==> src/rtl/apb_master.sv <==
// apb_master: single-outstanding APB master.
// A user command is captured in IDLE, driven as an APB SETUP/ACCESS pair,
// and its result is held on the rsp_* port until the user takes it.
// ACCESS is aborted with an error after TIMEOUT cycles without pready.
//
// Handshakes: cmd and rsp are valid/ready pairs. A transfer happens on a
// rising pclk edge where both valid and ready are 1. cmd_ready is 1 only in
// IDLE and does not depend on cmd_valid. Once rsp_valid is 1, the rsp_*
// values stay constant until the edge where rsp_ready is 1.
module apb_master #(
  parameter int ADDR_W  = 32,
  parameter int DATA_W  = 32,
  parameter int TIMEOUT = 16
) (
  input  logic              pclk,
  input  logic              preset,
  input  logic              cmd_valid,
  output logic              cmd_ready,
  input  logic              cmd_write,
  input  logic [ADDR_W-1:0] cmd_addr,
  input  logic [DATA_W-1:0] cmd_wdata,
  output logic              rsp_valid,
  input  logic              rsp_ready,
  output logic [DATA_W-1:0] rsp_rdata,
  output logic              rsp_err,
  output logic              rsp_timeout,
  output logic              psel,
  output logic              penable,
  output logic              pwrite,
  output logic [ADDR_W-1:0] paddr,
  output logic [DATA_W-1:0] pwdata,
  input  logic [DATA_W-1:0] prdata,
  input  logic              pready,
  input  logic              pslverr,
  output logic [1:0]        dbg_state
);

  localparam int CNT_W = $clog2(TIMEOUT);

  typedef enum logic [1:0] {
    IDLE   = 2'd0,
    SETUP  = 2'd1,
    ACCESS = 2'd2,
    RESP   = 2'd3
  } state_t;

  state_t           state;
  state_t           state_nxt;
  logic [CNT_W-1:0] wait_cnt;
  logic             timeout_hit;

  // Last permitted ACCESS cycle; pready in this cycle still completes normally.
  assign timeout_hit = (wait_cnt == CNT_W'(TIMEOUT - 1));

  // State register.
  always_ff @(posedge pclk) begin
    if (preset) begin
      state <= IDLE;
    end else begin
      state <= state_nxt;
    end
  end

  // Next-state logic and state-decoded outputs.
  always_comb begin
    state_nxt = state;
    cmd_ready = 1'b0;
    psel      = 1'b0;
    penable   = 1'b0;
    rsp_valid = 1'b0;
    case (state)
      IDLE: begin
        cmd_ready = 1'b1;
        if (cmd_valid) state_nxt = SETUP;
      end
      SETUP: begin
        psel      = 1'b1;
        state_nxt = ACCESS;
      end
      ACCESS: begin
        psel    = 1'b1;
        penable = 1'b1;
        if (pready || timeout_hit) state_nxt = RESP;
      end
      RESP: begin
        rsp_valid = 1'b1;
        if (rsp_ready) state_nxt = IDLE;
      end
      default: state_nxt = IDLE;
    endcase
  end

  assign dbg_state = state;

  // Command capture, wait counter and response capture.
  always_ff @(posedge pclk) begin
    if (preset) begin
      paddr       <= '0;
      pwrite      <= 1'b0;
      pwdata      <= '0;
      wait_cnt    <= '0;
      rsp_rdata   <= '0;
      rsp_err     <= 1'b0;
      rsp_timeout <= 1'b0;
    end else begin
      case (state)
        IDLE: begin
          if (cmd_valid) begin
            paddr  <= cmd_addr;
            pwrite <= cmd_write;
            pwdata <= cmd_write ? cmd_wdata : '0;
          end
        end
        SETUP: begin
          wait_cnt <= '0;
        end
        ACCESS: begin
          if (pready) begin
            rsp_rdata   <= pwrite ? '0 : prdata;
            rsp_err     <= pslverr;
            rsp_timeout <= 1'b0;
          end else if (timeout_hit) begin
            rsp_rdata   <= '0;
            rsp_err     <= 1'b1;
            rsp_timeout <= 1'b1;
          end else begin
            wait_cnt <= wait_cnt + 1'b1;
          end
        end
        default: begin
        end
      endcase
    end
  end

endmodule

==> config.mk <==
export PLATFORM = sky130hd
export DESIGN_NAME = apb_master
export DESIGN_NICKNAME = d
export VERILOG_FILES = /design/src/rtl/apb_master.sv
export SDC_FILE = /design/constraint.sdc
export NUM_CORES = 1
export LEC_CHECK = 0
export CAP_MARGIN = 10
export CELL_PAD_IN_SITES_DETAIL_PLACEMENT = 0
export CELL_PAD_IN_SITES_GLOBAL_PLACEMENT = 1
export CORE_UTILIZATION = 25
export CTS_BUF_LIST = sky130_fd_sc_hd__clkbuf_16
export DETAILED_ROUTE_END_ITERATION = 12
export PLACE_DENSITY_LB_ADDON = 0.15
export SYNTH_ARGS = -nofsm -noshare
export SYNTH_HDL_FRONTEND = slang
export SYNTH_SLANG_ARGS = --single-unit
==> constraint.sdc <==
create_clock -name pclk -period 1.7 [get_ports pclk]
set_clock_uncertainty 0.1 [all_clocks]
set_input_delay 0.34 -clock pclk [delete_from_list [all_inputs] [get_ports pclk]]
set_output_delay 0.34 -clock pclk [all_outputs]
set_load 0.02 [all_outputs]
==> flow_summary.ini <==
[synthesis]
synth_top_area_share = 0.512
yosysMostFrequentCell = nand2_1
synthTopCellsByArea = dfxtp_1, nand2_1, a21oi_1
synthDistinctLibCells = 27
synth_seq_cells = 105
ys_async_sr_fraction = 0
synth_flop_cell = dfxtp_1
syn_inst = 480
synthTopCellsByCount = nand2_1, dfxtp_1, a21oi_1
synth_largest_area_cell = dfxtp_1
yosysSeqAreaShare = 0.512
syn_avg_cell_area_um2 = 8.55
syn_area_um2 = 4100
synth_warnings = 0
synth_fp_nets = 589
synth_edf_count = 0

[routing]
drt_iter0_markers = 161
wl_per_cell_um = 13.9
avgViaCountPerCell = 4.30
routed_wl_um = 12700
vias = 3921
antenna_left = 0
dr.pass1.iters = 4
drc_errors = 0

[cells_and_area]
layout-drive-gt1-share = 0.0906
fin_nets = 799
n_antenna_cell = 0
finalInstanceArea_um2 = 6810
instances_no_fill = 911
syn_to_final_growth_pct = 66.0

[clock_network]
ctsHtreeMaxLevel = 3
cts_made_buffers = 9
numClockSinks = 105
clock-root-buffer = clkbuf_16
clock_latency_ns = 0.35
clk_path_buf_depth = 2
cts.clk_slew.worst_paths_ns = 0.07
tritoncts = yes
cts_hold_buf = 0

[worst_setup_path]
crit_type = flip-flop to flip-flop
cp_max_fo = 7
worstPathCellList = buf_4 > ha_2 > buf_4 > nor2b_4 > a211o_1 > a211oi_2
critical-path-max-stage-delay_ns = 0.32
cp-start-kind = flip-flop
cp_top_family = compound AO/OA/AOI/OAI gates
cp-end-kind = flip-flop
required_ns = 1.87
crit_arrival_ns = 1.81
path_common_cell = buf_4
cp_slowest_cell = dfxtp_2
critPathBufInv = 2

[floorplan]
die-area_um2 = 16900
die_height_um = 130
ios = 208
core_area_um2 = 15900
die_x_um = 130
initial_core_util = 0.257
placementRows = 46

[power]
p_leak_nw = 3.11
powerDensity_nw_per_um2 = 1110
ir_worst_vdd_uv = 457

[timing]
finalSetupViolCount = 0
hold_ws_ns = 0.347
min_period_ns = 1.64
finalHoldViolations = 0
post-route-period-util = 0.965
tightest_slew_ns = 0.398
maxSlewHeadroom = 0.735
setup_slack_ns = 0.0601
fmax_ghz = 0.610
slew_violations = 0

[global_routing]
first_global_vias = 3802
antenna_found_initial = 1
grt_pass1_wl_um = 19500
grt_max_degree = 39
grt_overflow = 0
track_usage = 0.151

[hold_path]
hold_path_class = flip-flop to flip-flop

[placement]
dp_hpwl_um = 9000
place_ws_ns = -0.155
gp_congestion = 0.726
postPlaceCellArea_um2 = 6580
io_buffer_count = 207
dp.cells = 892

[flow_run]
drv_cap = 0

[run_status]
status = complete, no violations
[flip-flops by register name, summed over array words and instances (netlist names)]
register and flops:
paddr 32, pwdata 32, rsp_rdata 32, wait_cnt 4, dbg_state 2, pwrite 1
rsp_err 1, rsp_timeout 1
[routing by layer]
layer | track usage | wire (µm)
met1 | 0.178 | 5500
met2 | 0.248 | 5850
met3 | 0.0525 | 1120
met4 | 0.0616 | 187
met5 | 0 | 0
[through the flow]
step           power [mW]  setup TNS [ns]   util
4_1_cts              7.65      -0.0000158  0.423
2_1_floorplan        4.23               0      -
3_5_place_dp         5.61           -5.08  0.413
3_3_place_gp         5.57           -3.34  0.413
6_report             7.57               0  0.427
5_1_grt              7.99        -0.00102  0.427
[logic make-up (layout without fill, tap and decap cells)]
group | after synthesis | after routing | synth area share
simple gates | 217 | 217 | 0.240
flops | 105 | 105 | 0.512
compound gates | 77 | 77 | 0.102
buf+inv | 42 | 257 | 0.0476
mux | 33 | 33 | 0.0805
fa+ha+maj | 6 | 6 | 0.0183
[cell usage in the layout (no fill, tap or decap), types with 4 or more instances in the layout]
cell	count
nand2_1	132
dfxtp_1	102
clkdlybuf4s50_1	101
dlygate4sd2_1	100
a21oi_1	68
nand2b_1	36
nand3_1	35
mux2i_1	33
buf_4	22
clkbuf_16	10
buf_12	8
ha_1	5
inv_1	4
[worst min-delay path, stage by stage, from the launching register on]
cell and delay [ns]:
dfxtp_1 0.31, nand2_1 0.05, a21oi_1 0.05
[power by group]
group / switching (mW) / internal, mW
sequential: 0.137 / 2.75
combinational: 1.35 / 1.08
clock: 0.958 / 1.29
total: 2.44 / 5.13
[path summary, 6_finish.rpt]
kind	start	slack, ns	end	cells after the start
setup / recovery	dbg_state[1]$_SDFFE_PP0P_	0.06	dbg_state[0]$_SDFFE_PP0P_	6
hold / removal	pwdata[24]$_SDFFE_PP0P_	0.35	pwdata[24]$_SDFFE_PP0P_	2
setup reg to reg	dbg_state[1]$_SDFFE_PP0P_	0.06	dbg_state[0]$_SDFFE_PP0P_	6
hold reg to reg	pwdata[24]$_SDFFE_PP0P_	0.35	pwdata[24]$_SDFFE_PP0P_	2
[cell type report]
| class | instances | area [µm²] |
|---|---|---|
| inverter | 5 | 18.8 |
| timing repair buffer | 236 | 2260 |
| multi-input combinational | 333 | 1840 |
| clock inverter | 7 | 93.8 |
| tap | 216 | 270 |
| clock buffer | 9 | 225 |
| sequential | 105 | 2110 |
| fill | 1649 | 9130 |
[timing repair]
| action | 4_1_cts | 5_1_grt |
|---|---|---|
| setup endpoints to repair | 105 | 40 |
| gates cloned | 0 | 1 |
| buffers inserted | 0 | 2 |
| pin swaps | 0 | 2 |
| gates resized for setup | 118 | 10 |
(Power assumes the default switching activity.)
